==> config.mk <==
export PLATFORM = sky130hd
export DESIGN_NAME = adder_rr_scheduler
export DESIGN_NICKNAME = d
export VERILOG_FILES = /design/src/rtl/adder_rr_scheduler.sv
export SDC_FILE = /design/constraint.sdc
export NUM_CORES = 1
export LEC_CHECK = 0
export ABC_CLOCK_PERIOD_IN_PS = 3800
export BUFFER_PORTS_ARGS = -buffer_cell sky130_fd_sc_hd__buf_2
export CELL_PAD_IN_SITES_DETAIL_PLACEMENT = 1
export CELL_PAD_IN_SITES_GLOBAL_PLACEMENT = 1
export CORE_MARGIN = 5
export CORE_UTILIZATION = 37
export CTS_CLUSTER_SIZE = 30
export DETAILED_ROUTE_END_ITERATION = 6
export GPL_TIMING_DRIVEN = 0
export PLACE_DENSITY_LB_ADDON = 0.1
export SLEW_MARGIN = 10
export SYNTH_ARGS = -nofsm -noshare
export SYNTH_HDL_FRONTEND = slang
export SYNTH_SLANG_ARGS = --single-unit
==> constraint.sdc <==
create_clock -name clk -period 3.8 [get_ports clk]
set_clock_uncertainty 0.1 [all_clocks]
set_input_delay 0.76 -clock clk [delete_from_list [all_inputs] [get_ports clk]]
set_output_delay 0.76 -clock clk [all_outputs]
set_load 0.02 [all_outputs]
==> src/rtl/adder_rr_scheduler.sv <==
// Round-robin scheduler sharing one registered WIDTH-bit adder among NUM_REQ requesters.
// Optional completed-response counter (perf_cnt) enabled by defining ADDER_RR_PERF_CNT_EN.
module adder_rr_scheduler #(
   parameter int NUM_REQ = 4,
   parameter int WIDTH   = 2
) (
   input  logic                         clk,
   input  logic                         rst_n,
   input  logic [NUM_REQ-1:0]           req_valid,
   input  logic [NUM_REQ*WIDTH-1:0]     req_a,
   input  logic [NUM_REQ*WIDTH-1:0]     req_b,
   output logic [NUM_REQ-1:0]           req_ready,
   output logic                         resp_valid,
   input  logic                         resp_ready,
   output logic [$clog2(NUM_REQ)-1:0]   resp_id,
   output logic [WIDTH:0]               resp_sum,
   output logic                         busy
`ifdef ADDER_RR_PERF_CNT_EN
   ,
   output logic [15:0]                  perf_cnt
`endif
);

   // state | meaning
   // IDLE  | offering a grant to the first valid requester at or after ptr
   // EXEC  | operands latched; adder result registered into resp_sum
   // RESP  | response presented, held until resp_ready

   localparam int ID_W = $clog2(NUM_REQ);

   typedef enum logic [1:0] {
      IDLE = 2'd0,
      EXEC = 2'd1,
      RESP = 2'd2
   } state_t;

   state_t            state;
   logic [ID_W-1:0]   ptr;
   logic [WIDTH-1:0]  a_q;
   logic [WIDTH-1:0]  b_q;
   logic [ID_W-1:0]   id_q;

   logic [NUM_REQ-1:0] grant_oh;
   logic [ID_W-1:0]    grant_id;
   logic               grant_hit;
   int                 grant_idx;
   logic [WIDTH-1:0]   a_sel;
   logic [WIDTH-1:0]   b_sel;
   logic               handshake;

   // Wrap-around priority search starting at ptr.
   always_comb begin
      grant_oh  = '0;
      grant_id  = '0;
      grant_hit = 1'b0;
      grant_idx = 0;
      for (int k = 0; k < NUM_REQ; k++) begin
         grant_idx = int'(ptr) + k;
         if (grant_idx >= NUM_REQ) begin
            grant_idx = grant_idx - NUM_REQ;
         end
         if (!grant_hit && req_valid[grant_idx]) begin
            grant_hit = 1'b1;
            grant_id  = ID_W'(grant_idx);
         end
      end
      if (grant_hit) begin
         grant_oh[grant_id] = 1'b1;
      end
   end

   assign req_ready = (rst_n && (state == IDLE)) ? grant_oh : '0;
   assign handshake = |(req_valid & req_ready);
   assign a_sel     = req_a[grant_id*WIDTH +: WIDTH];
   assign b_sel     = req_b[grant_id*WIDTH +: WIDTH];

   always_ff @(posedge clk) begin
      if (!rst_n) begin
         state      <= IDLE;
         ptr        <= '0;
         a_q        <= '0;
         b_q        <= '0;
         id_q       <= '0;
         resp_valid <= 1'b0;
         resp_id    <= '0;
         resp_sum   <= '0;
         busy       <= 1'b0;
      end else begin
         case (state)
            IDLE: begin
               if (handshake) begin
                  a_q   <= a_sel;
                  b_q   <= b_sel;
                  id_q  <= grant_id;
                  busy  <= 1'b1;
                  state <= EXEC;
               end
            end
            EXEC: begin
               resp_sum   <= {1'b0, a_q} + {1'b0, b_q};
               resp_id    <= id_q;
               resp_valid <= 1'b1;
               state      <= RESP;
            end
            RESP: begin
               if (resp_ready) begin
                  resp_valid <= 1'b0;
                  busy       <= 1'b0;
                  ptr        <= (id_q == ID_W'(NUM_REQ - 1)) ? '0 : id_q + ID_W'(1);
                  state      <= IDLE;
               end
            end
            default: begin
               resp_valid <= 1'b0;
               busy       <= 1'b0;
               state      <= IDLE;
            end
         endcase
      end
   end

`ifdef ADDER_RR_PERF_CNT_EN
   // Saturating count of accepted responses.
   always_ff @(posedge clk) begin
      if (!rst_n) begin
         perf_cnt <= '0;
      end else if (resp_valid && resp_ready && (perf_cnt != 16'hFFFF)) begin
         perf_cnt <= perf_cnt + 16'd1;
      end
   end
`endif

   grant_onehot_a: assert property (@(posedge clk) disable iff (!rst_n) $onehot0(req_ready));

   resp_hold_a: assert property (@(posedge clk) disable iff (!rst_n)
      (resp_valid && !resp_ready) |=> (resp_valid && $stable(resp_id) && $stable(resp_sum)));

endmodule

==> out/results.txt <==
Most frequent cells in the layout: buf_2 (34), dfxtp_1 (17), mux2i_1 (14)
Switching power: 0.130 mW
Area grow syn2layout: 25.5%
Hpwl dp: 1810 um
IO buf count: 33
Post-DR wirelength/cell: 14.0 um
Final worst path period need: 3050 ps
Levels on crit path: 7
Congestion Overflow GR: 0
Starting DRC count in detailed routing: 24
Number of remaining DRC errors: 0
Crit path required time: 2940 ps
Peak supply drop: 0.254 mV
Share of cells above drive strength 1: 0.341
Clk root buf: clkbuf_4
P_leak: 0.523 nW
Slew HR: 0.652
Final wirelength: 2270 um
Worst path max stage delay: 500 ps
Final period utilization: 0.802
Clock Latency Late Sink: 300 ps
Mapped Cells: 95
Top cell by count, worst path: buf_2
Total track usage: 0.139
Critical-path cell list: buf_2 > nor4_1 > nor3_1 > and2_2 > nand2b_1 > nor2_1 > buf_2
Outcome: finished clean
Cell Int Power: 0.282 mW
Die area: 0.00353 sq mm
Largest net degree at the start of global routing: 11
N_diodes: 0
Post-CTS Setup Inserts: 0
Hold_ws: 403 ps
Site Rows: 18
First-pass iteration count of the detailed router: 4
Routability cong.: 0.719
Synth Warn #: 0
Reg-to-reg slack, setup: 2190 ps
Final Hold Viols: 0
Worst slew pin tran: 517 ps
Critical R2R Launch: ptr[1]
Inst Count DP: 158
Logic pwr share: 0.247
Fmax: 0.328 GHz
Setup crit start: req_valid[3]
Clock share of power: 0.247
First-pass GRT wire length: 3620 um
Final slew viol count: 0
Slowest-stage cell, CP: nor4_1
Worst R2R End: b_q[0]
Worst EP arrival: 2190 ps
# setup viols final: 0
Synthesized area per cell: 9.51 sq um
Sequential share of power: 0.506
Setup crit end kind: output pin
Setup CP Type: primary input to output pin
Syn Nets: 121
Buf+Inv Stages, Crit Path: 2
CP startpoint kind: primary input
RSZ-0062 raised after global routing: false
Syn Std Cell Area: 903 sq um
Vias: 807
CTS tree: done
Die Y: 59.4 um
Worst Setup EP: req_ready[2]
Starting density of the core: 0.375
Max-cap violations: 0
CTS buffer count: 3
HP Class: register to register
Cell Pwr Density: 363 mW/mm^2
Post-route ant nets: 0
Cts-stage hold buffer count: 0
Register bit total from synthesis: 17
Net Sw Frac: 0.316
Core ar.: 0.00241 sq mm
CTS H-Tree Depth: 1
Antenna violations before repair: 0
Post-synthesis sequential area ratio: 0.377
Synth cell types: 30
Number of global-route vias before repair: 821
Clk buf depth: 2
Crit-path max FO: 6
Non-filler instance count after layout: 162
Clk sinks: 17
Hold path cells: 1
Cell depth of the worst flop-to-flop path: 5
Vias per inst: 4.98
Top Ports: 34
Resize count post-CTS: 0
Nets: 159
Crit-path leading delay family: simple AND/OR/NAND/NOR gates
Clock-pin slew on the worst setup and hold paths: 100 ps
Commonest non-fill, non-tap cell in the layout: buf_2
Die width: 59.4 um
Total Neg Setup Slack: 0 ps
per-stage QoR:
step | power (mW) | setup WS, ps | util | instance area (sq um)
after global placement | 0.311 | 754 | 0.459 | 1110
after detailed placement | 0.316 | 708 | 0.459 | 1110
after CTS | 0.417 | 715 | 0.470 | 1130
final | 0.412 | 752 | 0.470 | 1130
after floorplan | 0.277 | 1220 | - | 903
after global routing | 0.437 | 564 | 0.470 | 1130
synthesized netlist by cell type:
library cell	instances	area, sq um
a21boi_0	2	15.0
a21oi_1	3	15.0
a21oi_2	1	8.76
and2_1	1	6.26
and2_2	1	7.51
and2b_1	2	15.0
buf_2	1	5.00
buf_6	1	11.3
clkbuf_1	2	7.51
dfxtp_1	17	340
fa_1	1	20.0
ha_1	2	25.0
inv_1	1	3.75
mux2i_1	14	140
nand2_1	6	22.5
nand2b_1	2	12.5
nand2b_2	1	8.76
nand3_1	4	20.0
nand3b_1	1	7.51
nor2_1	8	30.0
nor2b_1	10	62.6
nor3_1	2	10.0
nor3_2	1	10.0
nor4_1	1	6.26
o211a_1	1	10.0
o21a_1	1	7.51
o21ai_0	2	10.0
o221ai_1	4	35.0
o32a_4	1	22.5
or3_2	1	7.51
routing by layer:
layer / track usage / vias up / share of wire
li1: - / 406 / -
met3: 0.0349 / 7 / 0.085
met1: 0.166 / 364 / 0.45
met2: 0.229 / 30 / 0.45
met5: 0 / - / 0
met4: 0.0647 / 0 / 0.021
final cells by class:
cell class / count / area (sq um)
clock inverter: 1 / 5.00
timing repair buffer: 33 / 165
buffer: 4 / 23.8
tap: 30 / 37.5
inverter: 1 / 3.75
sequential: 17 / 340
multi-input combinational: 73 / 536
clock buffer: 3 / 22.5
fill: 310 / 1280
worst min-delay path by stage:
stage / from / end / slack (ps)
after detailed placement: resp_valid / resp_valid / 380
final: resp_valid / resp_valid / 400
after CTS: resp_valid / resp_valid / 410
after floorplan: b_q[0] / b_q[0] / 360
after global placement: resp_valid / resp_valid / 380
after global routing: resp_valid / resp_valid / 430
power groups by stage:
stage	Sequential (mW)	Combinational (mW)	Clock [mW]
floorplan	0.215	0.0621	0
global placement	0.211	0.0998	0
detailed placement	0.212	0.104	0
CTS	0.208	0.104	0.104
global route	0.210	0.116	0.111
finish	0.208	0.102	0.102
sequential cells by signal, indices dropped and copies added, names as in the netlist:
signal      count
busy            1
resp_valid      1
a_q             2
resp_id         2
b_q             2
state           2
ptr             2
id_q            2
resp_sum        3
cell families (layout without fill, tap and decap cells):
logic type,count (synthesis),count (layout),synth area share
mux,14,14,0.155
simple gates,41,41,0.251
flops,17,17,0.377
fa+ha+maj,3,3,0.0499
compound gates,15,15,0.137
buf+inv,5,42,0.0305
(Power assumes the default switching activity.)
